<file path="src/rtl/ddr_port_arbiter_if.sv">
// ---------------------------------------------------------------------------
// ddr_port_arbiter_if
// Handshake and bus signals between the DDR port arbiter, its two requesters
// (pixel-packer writer, VGA prefetch reader) and the DDR controller user port.
//
// Modports:
//   master : the arbiter side (drives acks, read return data, controller cmds)
//   slave  : the environment side (requesters and controller)
//
// Signal groups:
//   writer     : wr_req, wr_addr, wr_data / wr_ack
//   reader     : rd_req, rd_urgent, rd_addr / rd_ack, rd_data, rd_valid
//   controller : ctrl_wr_en, ctrl_wr_addr, ctrl_wr_data, ctrl_rd_en,
//                ctrl_rd_addr / ctrl_wr_busy, ctrl_rd_busy, ctrl_rd_data,
//                ctrl_rd_data_valid
// ---------------------------------------------------------------------------
interface ddr_port_arbiter_if #(
    parameter int ADDR_W = 24,
    parameter int DATA_W = 128
);
    logic              wr_req;
    logic [ADDR_W-1:0] wr_addr;
    logic [DATA_W-1:0] wr_data;
    logic              wr_ack;

    logic              rd_req;
    logic              rd_urgent;
    logic [ADDR_W-1:0] rd_addr;
    logic              rd_ack;
    logic [DATA_W-1:0] rd_data;
    logic              rd_valid;

    logic              ctrl_wr_en;
    logic [ADDR_W-1:0] ctrl_wr_addr;
    logic [DATA_W-1:0] ctrl_wr_data;
    logic              ctrl_wr_busy;
    logic              ctrl_rd_en;
    logic [ADDR_W-1:0] ctrl_rd_addr;
    logic              ctrl_rd_busy;
    logic [DATA_W-1:0] ctrl_rd_data;
    logic              ctrl_rd_data_valid;

    modport master (
        input  wr_req, wr_addr, wr_data,
        output wr_ack,
        input  rd_req, rd_urgent, rd_addr,
        output rd_ack, rd_data, rd_valid,
        output ctrl_wr_en, ctrl_wr_addr, ctrl_wr_data,
        input  ctrl_wr_busy,
        output ctrl_rd_en, ctrl_rd_addr,
        input  ctrl_rd_busy, ctrl_rd_data, ctrl_rd_data_valid
    );

    modport slave (
        output wr_req, wr_addr, wr_data,
        input  wr_ack,
        output rd_req, rd_urgent, rd_addr,
        input  rd_ack, rd_data, rd_valid,
        input  ctrl_wr_en, ctrl_wr_addr, ctrl_wr_data,
        output ctrl_wr_busy,
        input  ctrl_rd_en, ctrl_rd_addr,
        output ctrl_rd_busy, ctrl_rd_data, ctrl_rd_data_valid
    );
endinterface

</file>
<file path="src/rtl/ddr_port_arbiter.sv">
// ---------------------------------------------------------------------------
// ddr_port_arbiter
// Shares the single user port of the DDR controller between the pixel-packer
// writer and the VGA prefetch reader. One command is outstanding at a time.
// Urgent reads beat writes; otherwise writes stream for up to WR_BURST_MAX
// grants before one waiting read is let through. Reads that never return
// data are aborted after RD_TIMEOUT cycles and flagged sticky.
//
// Ports:
//   clk            ui_clk, rising edge
//   rst            asynchronous, active-high
//   bus            ddr_port_arbiter_if.master (requesters + controller)
//   rd_timeout_err sticky read-timeout flag, cleared only by rst
//   arb_idle       FSM is in IDLE
//   stat_wr_cnt    writes issued   (only with DDR_ARB_STATS_EN, else 0)
//   stat_rd_cnt    reads completed (only with DDR_ARB_STATS_EN, else 0)
//
// Build option: define DDR_ARB_STATS_EN to get saturating 32-bit statistics
// counters; without it the stat ports are tied to zero.
//
// state   | meaning
// IDLE    | no command outstanding, arbitrating each cycle
// WR_WAIT | write issued; first cycle is a guard, then wait for !ctrl_wr_busy
// RD_WAIT | read issued; wait for ctrl_rd_data_valid or timeout
// ---------------------------------------------------------------------------
module ddr_port_arbiter #(
    parameter int ADDR_W       = 24,
    parameter int DATA_W       = 128,
    parameter int WR_BURST_MAX = 8,
    parameter int RD_TIMEOUT   = 1023
) (
    input  logic                    clk,
    input  logic                    rst,
    ddr_port_arbiter_if.master      bus,
    output logic                    rd_timeout_err,
    output logic                    arb_idle,
    output logic [31:0]             stat_wr_cnt,
    output logic [31:0]             stat_rd_cnt
);

    typedef enum logic [1:0] {
        IDLE    = 2'd0,
        WR_WAIT = 2'd1,
        RD_WAIT = 2'd2
    } state_t;

    localparam int STREAK_W = $clog2(WR_BURST_MAX + 1);
    localparam int TMO_W    = $clog2(RD_TIMEOUT + 1);
    localparam logic [STREAK_W-1:0] STREAK_MAX = STREAK_W'(WR_BURST_MAX);
    // Down-counter reaches zero on the RD_TIMEOUT-th RD_WAIT cycle.
    localparam logic [TMO_W-1:0]    TMO_LOAD   = TMO_W'(RD_TIMEOUT - 1);

    state_t              state;
    logic [STREAK_W-1:0] streak;
    logic [TMO_W-1:0]    tmo_cnt;

    logic rd_ok;
    logic wr_ok;
    logic grant_rd;
    logic grant_wr;

    // A busy-blocked requester simply drops out of arbitration, so the other
    // one can still be served.
    always_comb begin
        rd_ok    = bus.rd_req & ~bus.ctrl_rd_busy;
        wr_ok    = bus.wr_req & ~bus.ctrl_wr_busy;
        grant_rd = rd_ok & (bus.rd_urgent | (streak == STREAK_MAX) | ~wr_ok);
        grant_wr = wr_ok & ~grant_rd;
    end

    always_ff @(posedge clk or posedge rst) begin
        if (rst) begin
            state            <= IDLE;
            streak           <= '0;
            tmo_cnt          <= '0;
            arb_idle         <= 1'b1;
            rd_timeout_err   <= 1'b0;
            bus.wr_ack       <= 1'b0;
            bus.rd_ack       <= 1'b0;
            bus.rd_valid     <= 1'b0;
            bus.rd_data      <= '0;
            bus.ctrl_wr_en   <= 1'b0;
            bus.ctrl_wr_addr <= '0;
            bus.ctrl_wr_data <= '0;
            bus.ctrl_rd_en   <= 1'b0;
            bus.ctrl_rd_addr <= '0;
        end else begin
            bus.wr_ack     <= 1'b0;
            bus.rd_ack     <= 1'b0;
            bus.rd_valid   <= 1'b0;
            bus.ctrl_wr_en <= 1'b0;
            bus.ctrl_rd_en <= 1'b0;

            case (state)
                IDLE: begin
                    if (grant_rd) begin
                        bus.ctrl_rd_en   <= 1'b1;
                        bus.rd_ack       <= 1'b1;
                        bus.ctrl_rd_addr <= bus.rd_addr;
                        streak           <= '0;
                        tmo_cnt          <= TMO_LOAD;
                        state            <= RD_WAIT;
                        arb_idle         <= 1'b0;
                    end else if (grant_wr) begin
                        bus.ctrl_wr_en   <= 1'b1;
                        bus.wr_ack       <= 1'b1;
                        bus.ctrl_wr_addr <= bus.wr_addr;
                        bus.ctrl_wr_data <= bus.wr_data;
                        if (streak != STREAK_MAX) begin
                            streak <= streak + 1'b1;
                        end
                        state            <= WR_WAIT;
                        arb_idle         <= 1'b0;
                    end
                end

                WR_WAIT: begin
                    // ctrl_wr_en is high only in the issue cycle, which doubles
                    // as the guard cycle while the controller raises busy.
                    if (!bus.ctrl_wr_en && !bus.ctrl_wr_busy) begin
                        state    <= IDLE;
                        arb_idle <= 1'b1;
                    end
                end

                RD_WAIT: begin
                    if (bus.ctrl_rd_data_valid) begin
                        bus.rd_data  <= bus.ctrl_rd_data;
                        bus.rd_valid <= 1'b1;
                        state        <= IDLE;
                        arb_idle     <= 1'b1;
                    end else if (tmo_cnt == '0) begin
                        rd_timeout_err <= 1'b1;
                        state          <= IDLE;
                        arb_idle       <= 1'b1;
                    end else begin
                        tmo_cnt <= tmo_cnt - 1'b1;
                    end
                end

                default: begin
                    state    <= IDLE;
                    arb_idle <= 1'b1;
                end
            endcase
        end
    end

`ifdef DDR_ARB_STATS_EN
    always_ff @(posedge clk or posedge rst) begin
        if (rst) begin
            stat_wr_cnt <= '0;
            stat_rd_cnt <= '0;
        end else begin
            if (bus.ctrl_wr_en && (stat_wr_cnt != 32'hFFFF_FFFF)) begin
                stat_wr_cnt <= stat_wr_cnt + 32'd1;
            end
            if (bus.rd_valid && (stat_rd_cnt != 32'hFFFF_FFFF)) begin
                stat_rd_cnt <= stat_rd_cnt + 32'd1;
            end
        end
    end
`else
    assign stat_wr_cnt = 32'd0;
    assign stat_rd_cnt = 32'd0;
`endif

endmodule

</file>
<file path="src/flat_wrapper.sv">
// flat-port wrapper written by rule: the top's interface ports become plain ports
module ddr_port_arbiter_flat 
#(
    parameter int ADDR_W       = 24,
    parameter int DATA_W       = 128,
    parameter int WR_BURST_MAX = 8,
    parameter int RD_TIMEOUT   = 1023
)
  (clk, rst, rd_timeout_err, arb_idle, stat_wr_cnt, stat_rd_cnt, bus_wr_req, bus_wr_addr, bus_wr_data, bus_wr_ack, bus_rd_req, bus_rd_urgent, bus_rd_addr, bus_rd_ack, bus_rd_data, bus_rd_valid, bus_ctrl_wr_en, bus_ctrl_wr_addr, bus_ctrl_wr_data, bus_ctrl_wr_busy, bus_ctrl_rd_en, bus_ctrl_rd_addr, bus_ctrl_rd_busy, bus_ctrl_rd_data, bus_ctrl_rd_data_valid);
  ddr_port_arbiter_if #(.ADDR_W(ADDR_W), .DATA_W(DATA_W)) bus_i ();
  input  logic clk;
  input  logic rst;
  output logic rd_timeout_err;
  output logic arb_idle;
  output logic [31:0] stat_wr_cnt;
  output logic [31:0] stat_rd_cnt;
  input wire logic [$bits(bus_i.wr_req)-1:0] bus_wr_req;
  input wire logic [$bits(bus_i.wr_addr)-1:0] bus_wr_addr;
  input wire logic [$bits(bus_i.wr_data)-1:0] bus_wr_data;
  output wire logic [$bits(bus_i.wr_ack)-1:0] bus_wr_ack;
  input wire logic [$bits(bus_i.rd_req)-1:0] bus_rd_req;
  input wire logic [$bits(bus_i.rd_urgent)-1:0] bus_rd_urgent;
  input wire logic [$bits(bus_i.rd_addr)-1:0] bus_rd_addr;
  output wire logic [$bits(bus_i.rd_ack)-1:0] bus_rd_ack;
  output wire logic [$bits(bus_i.rd_data)-1:0] bus_rd_data;
  output wire logic [$bits(bus_i.rd_valid)-1:0] bus_rd_valid;
  output wire logic [$bits(bus_i.ctrl_wr_en)-1:0] bus_ctrl_wr_en;
  output wire logic [$bits(bus_i.ctrl_wr_addr)-1:0] bus_ctrl_wr_addr;
  output wire logic [$bits(bus_i.ctrl_wr_data)-1:0] bus_ctrl_wr_data;
  input wire logic [$bits(bus_i.ctrl_wr_busy)-1:0] bus_ctrl_wr_busy;
  output wire logic [$bits(bus_i.ctrl_rd_en)-1:0] bus_ctrl_rd_en;
  output wire logic [$bits(bus_i.ctrl_rd_addr)-1:0] bus_ctrl_rd_addr;
  input wire logic [$bits(bus_i.ctrl_rd_busy)-1:0] bus_ctrl_rd_busy;
  input wire logic [$bits(bus_i.ctrl_rd_data)-1:0] bus_ctrl_rd_data;
  input wire logic [$bits(bus_i.ctrl_rd_data_valid)-1:0] bus_ctrl_rd_data_valid;
  assign bus_i.wr_req = bus_wr_req;
  assign bus_i.wr_addr = bus_wr_addr;
  assign bus_i.wr_data = bus_wr_data;
  assign bus_wr_ack = bus_i.wr_ack;
  assign bus_i.rd_req = bus_rd_req;
  assign bus_i.rd_urgent = bus_rd_urgent;
  assign bus_i.rd_addr = bus_rd_addr;
  assign bus_rd_ack = bus_i.rd_ack;
  assign bus_rd_data = bus_i.rd_data;
  assign bus_rd_valid = bus_i.rd_valid;
  assign bus_ctrl_wr_en = bus_i.ctrl_wr_en;
  assign bus_ctrl_wr_addr = bus_i.ctrl_wr_addr;
  assign bus_ctrl_wr_data = bus_i.ctrl_wr_data;
  assign bus_i.ctrl_wr_busy = bus_ctrl_wr_busy;
  assign bus_ctrl_rd_en = bus_i.ctrl_rd_en;
  assign bus_ctrl_rd_addr = bus_i.ctrl_rd_addr;
  assign bus_i.ctrl_rd_busy = bus_ctrl_rd_busy;
  assign bus_i.ctrl_rd_data = bus_ctrl_rd_data;
  assign bus_i.ctrl_rd_data_valid = bus_ctrl_rd_data_valid;
  ddr_port_arbiter #(.ADDR_W(ADDR_W), .DATA_W(DATA_W), .WR_BURST_MAX(WR_BURST_MAX), .RD_TIMEOUT(RD_TIMEOUT)) u_core (.clk(clk), .rst(rst), .bus(bus_i), .rd_timeout_err(rd_timeout_err), .arb_idle(arb_idle), .stat_wr_cnt(stat_wr_cnt), .stat_rd_cnt(stat_rd_cnt));
endmodule
</file>
<file path="config.mk">
export PLATFORM = sky130hd
export DESIGN_NAME = ddr_port_arbiter_flat
export DESIGN_NICKNAME = d
export VERILOG_FILES = /design/src/rtl/ddr_port_arbiter_if.sv /design/src/rtl/ddr_port_arbiter.sv /design/src/flat_wrapper.sv
export SDC_FILE = /design/constraint.sdc
export NUM_CORES = 1
export LEC_CHECK = 0
export ABC_CLOCK_PERIOD_IN_PS = 29200
export CORE_AREA = 2 2 268 270
export CTS_CLUSTER_DIAMETER = 80
export CTS_CLUSTER_SIZE = 12
export DETAILED_ROUTE_END_ITERATION = 10
export DIE_AREA = 0 0 270 272
export SLEW_MARGIN = 5
export SYNTH_ARGS = -nofsm -noshare
export SYNTH_HDL_FRONTEND = slang
export SYNTH_SLANG_ARGS = --single-unit
export TNS_END_PERCENT = 10
</file>
<file path="constraint.sdc">
create_clock -name clk -period 29.2 [get_ports clk]
set_clock_uncertainty 0.1 [all_clocks]
set_input_delay 2.92 -clock clk [delete_from_list [all_inputs] [get_ports clk]]
set_output_delay 2.92 -clock clk [all_outputs]
set_load 0.005 [all_outputs]
</file>
Word-level counts from Yosys, hierarchy flattened
Index checks and enable logic that the tools add are counted.
Cells by class
  add/subtract/negate cells: 2
  multiply operators: 0
  div/mod/pow operators: 0
  magnitude comparators: 0
  eq/ne operators: 10
  shifts and indexed selects: 0
  mux-type cells: 26
  bitwise operators: 11
  reductions and logical operators: 15
Operators by type and width (number)
  10-bit two-way mux: 3
  10-bit case mux with 2 select lines: 1
  1-bit two-way mux: 12
  4-bit two-way mux: 3
  3-bit AND reduction: 4
  10-bit logical NOT: 1
  2-bit two-way mux: 5
  10-bit by 1-bit subtractor with 10-bit output, second input constant: 1
  2-bit case mux with 3 select lines: 1
  2-bit nonzero test: 3
  1-bit NOT: 5
  4-bit by 1-bit adder with 4-bit output, second input constant: 1
  1-bit AND: 4
  4-bit equality test, second input constant: 1
  2-bit by 1-bit inequality test with 1-bit output, second input constant: 2
  2-bit inequality test, second input constant: 2
  4-bit inequality test, second input constant: 1
  2-bit AND reduction: 2
  4-bit AND reduction: 1
  3-bit by 1-bit inequality test with 1-bit output, second input constant: 1
  3-bit by 2-bit inequality test with 1-bit output, second input constant: 1
  1-bit case mux with 3 select lines: 1
  2-bit by 1-bit equality test with 1-bit output, second input constant: 1
  2-bit equality test, second input constant: 1
  other kinds (4): 6
Storage, ports and cells
  register bits after elaboration: 325
  latch bits: 0
  bits in writable memories: 0
  ROM bits: 0
  output and inout port bits: 375
  word-level logic and storage cells: 76
  memories: 0

Longest topological paths before layout
Gate-level depths: netlist (run 1).
  depth after elaboration: 10
  gate-level depth with buffers: 9

Worst setup path after synthesis (run 1)
No wires, ideal clock.
  path type: in2reg
  start: in bus_rd_req
  end: reg u_core.bus.ctrl_wr_addr[10]
  setup time: 0.125 ns
  arrival time: 4.141 ns
  setup slack: 24.834 ns
  cell stages on the path: 7
  path buffers: 3
  path through: nor2b_1 -> o21ai_1 -> nand3_1 -> buf_4 -> buf_6 -> buf_6 -> mux2_4
On the way
  longest elaborated chain between the ends: 5
RTL lines
  start, declared: RTL line flat_wrapper.sv:21  | input wire logic [$bits(bus_i.rd_req)-1:0] bus_rd_req;
  1-bit AND *: RTL line ddr_port_arbiter.sv:65  | rd_ok = bus.rd_req & ~bus.ctrl_rd_busy;
  1-bit AND *: RTL line ddr_port_arbiter.sv:67  | grant_rd = rd_ok & (bus.rd_urgent | (streak == STREAK_MAX) | ~wr_ok);
  1-bit NOT *: RTL line ddr_port_arbiter.sv:68  | grant_wr = wr_ok & ~grant_rd;
  1-bit AND: RTL line ddr_port_arbiter.sv:68
  3-bit AND reduction (no source line) *
  end signal, assigned: RTL line ddr_port_arbiter.sv:107  | bus.ctrl_wr_addr <= bus.wr_addr;
  end, declared: RTL line ddr_port_arbiter_if.sv:48  | output ctrl_wr_en, ctrl_wr_addr, ctrl_wr_data,
Mark *: on every way between the ends. The rest lies on a longest branch, timed or not.
A chain may end at the register's enable or synchronous reset.

Final worst setup path (run 1)
  start: in bus_rd_req
  end: reg u_core.bus.ctrl_wr_data[8]
On the way
  longest elaborated chain between the ends: 5
RTL lines
  1-bit AND *: RTL line ddr_port_arbiter.sv:65
  1-bit AND *: RTL line ddr_port_arbiter.sv:67
  1-bit NOT *: RTL line ddr_port_arbiter.sv:68
  1-bit AND: RTL line ddr_port_arbiter.sv:68
  3-bit AND reduction (no source line) *
  end signal, assigned: RTL line ddr_port_arbiter.sv:108  | bus.ctrl_wr_data <= bus.wr_data;
  end, declared: RTL line ddr_port_arbiter_if.sv:48
Marked as above.

==> flow_summary.toml, run 1 <==
[critical_path]
critical_path_arrival_ns = 6.57
critPathKind = "input port to flip-flop"
end_kind = "flip-flop"
start_kind = "input port"
worstPathMaxFanout = 62
crit_required_ns = 29.51

[power]
p_sw_frac = 0.265
power.share.clock = 0.222
vdd_ir_drop_max_uv = 52.4
p_leak_uw = 0.00892
seqPwrFrac = 0.406
intPower_uw = 1330
power_switching_uw = 480
power_frac_comb = 0.372
power_density_mw_per_mm2 = 85.9

[clock_tree]
clkSinkCount = 325
cts_root_buf = "clkbuf_16"
clock_latency_ns = 0.54
cts_buffers = 34
postCtsHoldBufs = 0
post_cts_buffers = 0
clk_pin_slew_ns = 0.06
cts_tree = "built"
htreeDepth = 2
cts_resized = 0
clockBufferDepth = 3

[die]
dieHeight_um = 272
row_count = 98
io_pins = 687
dieArea_mm2 = 0.0734
die_w_um = 270
start_util = 0.186
core_area_mm2 = 0.0708

[placement]
dp_hpwl_mm = 28.6
portBuffers = 622
placed_cell_area_mm2 = 0.0201
place.gp.congestion = 0.818

[global_route]
grt_pass1_wl_mm = 58.1
grt_use_total = 0.0992
antenna_found_initial = 0
overflow = 0
grt_start_max_net_pins = 121
first_global_vias = 9799

[logic_synthesis]
syn_inst = 871
synth_common_cells = "dfrtp_1 (324), mux2_2 (122), mux2_1 (100)"
synth_top_area_frac = 0.616
synth_edf_count = 0
netlist_area_mm2 = 0.0132
ys_seq_elements = 325
postSynthAreaPerCell_um2 = 15.1
synth.most_common_cell = "dfrtp_1"
ys_types = 51
synth_warnings = 0
synth_area_leaders = "dfrtp_1 (62%), mux2_2 (10%), mux2_1 (8.6%)"
ys_seq_area_frac = 0.618
synth_area_leader_cell = "dfrtp_1"
async_flop_share = 1.00
synth_ff_type = "dfrtp_1"

[sta]
fin_crit_sh = 0.215
hold_violations = 0
finalSetupViolCount = 0
tightest_slew_ns = 0.932
max_freq_mhz = 160
finalCriticalPeriod_ns = 6.27
finalSetupTns_ns = 0
slew_headroom = 0.379
grt_setup_unrepaired = "no"
slew_violations = 0

[routing]
route.detailed.wl_per_inst_um = 15.5
dr.pass1.iters = 4
ant_nets = 0
drt-total-wl_mm = 38.0
via_per_inst = 3.65
drc = 0
num_vias = 8976
first_iter_violations = 312

[cells_and_area]
nNetsFinal = 1812
drive_gt1_frac = 0.159
syn_to_final_growth_pct = 60.4
design_area_mm2 = 0.0211
antenna_cells = 0

[run_status]
status = "finished clean"

[flow_run]
cap_violations = 0

[worst_hold_path]
hp-class = "flip-flop to flip-flop"
## cells by family (layout without fill, tap and decap cells)
family,Yosys count,count (layout),share of synthesized area
flip-flops,325,325,0.618
multiplexers,281,281,0.257
AND/OR/NAND/NOR,119,119,0.0438
buffers and inverters,110,682,0.0593
AO/OA/AOI/OAI,28,28,0.0153
adder cells (fa/ha/maj),4,4,0.00381
XOR/XNOR,3,3,0.00200
other,1,64,0.000285
## critical path, stage by stage
cell and delay [ns]:
clkdlybuf4s50_1 0.48, nor2b_1 0.35, o21ai_1 0.19, nand3_4 0.55, buf_4 0.78, buf_4 0.79, mux2_4 0.35
## area by class of cell
| type | count | area [um2] |
|---|---|---|
| Fill cell | 7102 | 49700 |
| Clock buffer | 43 | 948 |
| Timing Repair Buffer | 629 | 6280 |
| Sequential cell | 325 | 8130 |
| Clock inverter | 3 | 26.3 |
| Inverter | 7 | 33.8 |
| Multi-Input combinational cell | 499 | 4490 |
| Tap cell | 950 | 1190 |
## cells in the final DEF (no fill, tap or decap), types with 2 or more instances in the layout
master,count
a21o_1,2
a21oi_1,7
a2bb2oi_1,2
a31oi_1,2
and3_1,5
buf_4,7
clkbuf_1,6
clkbuf_16,37
clkdlybuf4s50_1,622
conb_1,64
dfrtp_1,324
ha_1,4
inv_1,5
inv_6,2
mux2_1,100
mux2_2,122
mux2_4,58
nand2_1,80
nand2b_1,4
nand3_1,3
nor2_1,5
nor2b_1,3
nor3_1,2
o21ai_0,6
o21ai_1,2
xnor2_1,3
## power groups by stage
stage | clock, uW | combinational [uW] | sequential [uW]
after floorplan | 0 | 208 | 744
after global placement | 0 | 678 | 737
after detailed placement | 0 | 686 | 743
after CTS | 425 | 689 | 738
after global routing | 441 | 723 | 760
final | 403 | 675 | 736
## per-stage QoR
step	util	cells	hold WS (ns)	power (uW)	worst slack [ns]
final	0.298	2456	0.358	1810	22.93
after global routing	0.298	2456	0.374	1920	22.73
after CTS	0.298	2456	0.363	1850	22.94
after detailed placement	0.284	2410	0.352	1430	22.36
after global placement	0.284	2410	0.354	1410	22.43
after floorplan	-	934	0.351	953	17.18
## registers in the layout (all words and copies together) (netlist names)
signal                   flops
u_core.bus.rd_ack            1
u_core.bus.wr_ack            1
u_core.tmo_cnt              10
u_core.bus.rd_valid          1
u_core.rd_timeout_err        1
u_core.streak                4
u_core.bus.rd_data         128
u_core.state                 2
u_core.bus.ctrl_wr_addr     24
u_core.bus.ctrl_rd_addr     24
u_core.bus.ctrl_wr_data    128
u_core.arb_idle              1
## metal layers
metal  up-vias  track usage  wire (um)
met1      4386        0.110      14300
met3        63       0.0379       3400
met2       400        0.173      19200
li1       4127            -          -
met4         0       0.0358       1100
met5         -            0          0
## path summary, 6_finish.rpt
check | from | endpoint | slack (ns) | cells after the start
max in group asynchronous | rst | u_core.bus.rd_data[38]$_DFFE_PP0P_ | 23.88 | 4
setup reg to reg | u_core.streak[0]$_DFFE_PP0P_ | u_core.bus.ctrl_wr_data[8]$_DFFE_PP0P_ | 25.35 | 8
min in group asynchronous | rst | u_core.bus.ctrl_wr_data[40]$_DFFE_PP0P_ | 2.83 | 2
setup / recovery | bus_rd_req | u_core.bus.ctrl_wr_data[8]$_DFFE_PP0P_ | 22.93 | 7
hold / removal | u_core.rd_timeout_err$_DFFE_PP0P_ | u_core.rd_timeout_err$_DFFE_PP0P_ | 0.36 | 1
hold reg to reg | u_core.rd_timeout_err$_DFFE_PP0P_ | u_core.rd_timeout_err$_DFFE_PP0P_ | 0.36 | 1
(Power assumes the default switching activity.)
==> inputs of run 2 (changes only) <==
--- a/config.mk
+++ b/config.mk
@@ -5,7 +5,7 @@
 export SDC_FILE = /design/constraint.sdc
 export NUM_CORES = 1
 export LEC_CHECK = 0
-export ABC_CLOCK_PERIOD_IN_PS = 29200
+export ABC_CLOCK_PERIOD_IN_PS = 5490
 export CORE_AREA = 2 2 268 270
 export CTS_CLUSTER_DIAMETER = 80
 export CTS_CLUSTER_SIZE = 12
==> constraint.sdc (replaced) <==
create_clock -name clk -period 5.49 [get_ports clk]
set_clock_uncertainty 0.1 [all_clocks]
set_input_delay 0.549 -clock clk [delete_from_list [all_inputs] [get_ports clk]]
set_output_delay 0.549 -clock clk [all_outputs]
set_load 0.005 [all_outputs]
==> flow_summary.toml, run 2 (synthesized netlist as in run 1, its figures left out) <==
[sta]
slew_headroom = 0.454
finalCriticalPeriod_ns = 2.85
grt_setup_unrepaired = "no"
tightest_slew_ns = 0.817
fin_crit_sh = 0.519
max_freq_mhz = 351
hold_violations = 0
finalSetupViolCount = 0
finalSetupTns_ns = 0
slew_violations = 0

[routing]
via_per_inst = 3.66
route.detailed.wl_per_inst_um = 15.6
drc = 0
dr.pass1.iters = 4
drt-total-wl_mm = 38.5
num_vias = 9018
first_iter_violations = 262
ant_nets = 0

[cells_and_area]
mostFrequentLayoutCell = "clkdlybuf4s50_1"
syn_to_final_growth_pct = 61.3
final_cell_mix = "clkdlybuf4s50_1 (622), dfrtp_1 (324), mux2_2 (122)"
design_area_mm2 = 0.0212
drive_gt1_frac = 0.165
antenna_cells = 0
nNetsFinal = 1822
biggestRegsByFlops = "u_core.bus.ctrl_wr_data: 128 flops, u_core.bus.rd_data: 128 flops"

[power]
p_leak_uw = 0.00897
power_density_mw_per_mm2 = 456
vdd_ir_drop_max_uv = 228

[die]
io_pins = 687
core_area_mm2 = 0.0708
dieHeight_um = 272
row_count = 98
dieArea_mm2 = 0.0734
die_w_um = 270
start_util = 0.186

[critical_path]
crit_slowest_cell = "nand3_4"
r2r-end = "u_core.bus.ctrl_wr_data[27]$_DFFE_PP0P_"
r2r_setup_slack_ns = 2.64
r2r_cells = 7
cp_num_buf_inv = 2
rr_startpoint = "u_core.streak[0]$_DFFE_PP0P_"
critical_path_arrival_ns = 3.16
cp_top_family = "simple AND/OR/NAND/NOR gates"
end_kind = "flip-flop"
critPathKind = "flip-flop to flip-flop"
crit_required_ns = 5.80
start_kind = "flip-flop"
worstPathMaxFanout = 52
cp_slowest_stage_delay_ns = 0.62
crit_chain = "inv_1 > ha_1 > and3b_4 > o21ai_1 > nand3_4 > buf_4 > mux2_4"
cp-startpoint = "u_core.streak[0]$_DFFE_PP0P_"

[clock_tree]
cts_buffers = 34
clk_pin_slew_ns = 0.06
post_cts_buffers = 0
clkSinkCount = 325
cts_resized = 0
clockBufferDepth = 3
clock_latency_ns = 0.52
cts_tree = "built"
cts_root_buf = "clkbuf_16"
htreeDepth = 2
postCtsHoldBufs = 0

[worst_hold_path]
min_to = "u_core.bus.ctrl_rd_addr[23]$_DFFE_PP0P_"
hp-class = "flip-flop to flip-flop"
hp-start = "u_core.bus.ctrl_rd_addr[23]$_DFFE_PP0P_"
whs_path_depth = 2

[global_route]
overflow = 0
grt_use_total = 0.101
grt_pass1_wl_mm = 59.0
antenna_found_initial = 0
grt_start_max_net_pins = 121
first_global_vias = 9879

[placement]
place.gp.congestion = 0.791
portBuffers = 622
dp_hpwl_mm = 29.0
placed_cell_area_mm2 = 0.0202

[flow_run]
cap_violations = 0

[run_status]
status = "finished clean"
[run 2: worst max path at each step]
stage	cells after the start	end	slack, ns
after detailed placement	6	u_core.bus.ctrl_wr_data[38]$_DFFE_PP0P_	2.14
after global routing	7	u_core.bus.ctrl_wr_addr[14]$_DFFE_PP0P_	2.54
after CTS	7	u_core.bus.ctrl_wr_data[24]$_DFFE_PP0P_	2.63
after floorplan	1	u_core.bus.ctrl_rd_addr[0]$_DFFE_PP0P_	0.51
final	7	u_core.bus.ctrl_wr_data[27]$_DFFE_PP0P_	2.64
after global placement	6	u_core.bus.ctrl_wr_data[38]$_DFFE_PP0P_	2.16
[run 2: final cells by class]
cell class	instances	area, um2
Clock buffer	39	933
Clock inverter	4	30.0
Fill cell	7136	49500
Inverter	7	30.0
Multi-Input combinational cell	499	4490
Sequential cell	325	8130
Tap cell	950	1190
Timing Repair Buffer	639	6400
[run 2: power breakdown]
group          total [uW]  switching, uW  internal [uW]
registers            3920            550           3370
clock network        2130            931           1200
logic                3610           1090           2520
[run 2: metal layers]
| layer | part of all wire | track usage | routed length [um] | vias up |
|---|---|---|---|---|
| li1 | - | - | - | 4118 |
| met1 | 0.38 | 0.115 | 14700 | 4420 |
| met2 | 0.49 | 0.172 | 18800 | 431 |
| met3 | 0.11 | 0.0458 | 4190 | 49 |
| met4 | 0.020 | 0.0275 | 784 | 0 |
| met5 | 0 | 0 | 0 | - |
[run 2: worst reg2reg max path: stages (launching register included)]
cell,delay (ns)
dfrtp_1,0.38
inv_1,0.07
ha_1,0.19
and3b_4,0.21
o21ai_1,0.21
nand3_4,0.62
buf_4,0.59
mux2_4,0.36
[run 2: metrics by stage]
step	power (uW)	hold slack [ns]	worst slack [ns]	utilization	instances
after floorplan	5070	0.351	0.505	-	934
after global placement	7550	0.360	2.16	0.286	2420
final	9660	0.376	2.64	0.300	2463
after detailed placement	7640	0.366	2.14	0.286	2420
after global routing	10300	0.402	2.54	0.300	2463
after CTS	9870	0.382	2.63	0.300	2463
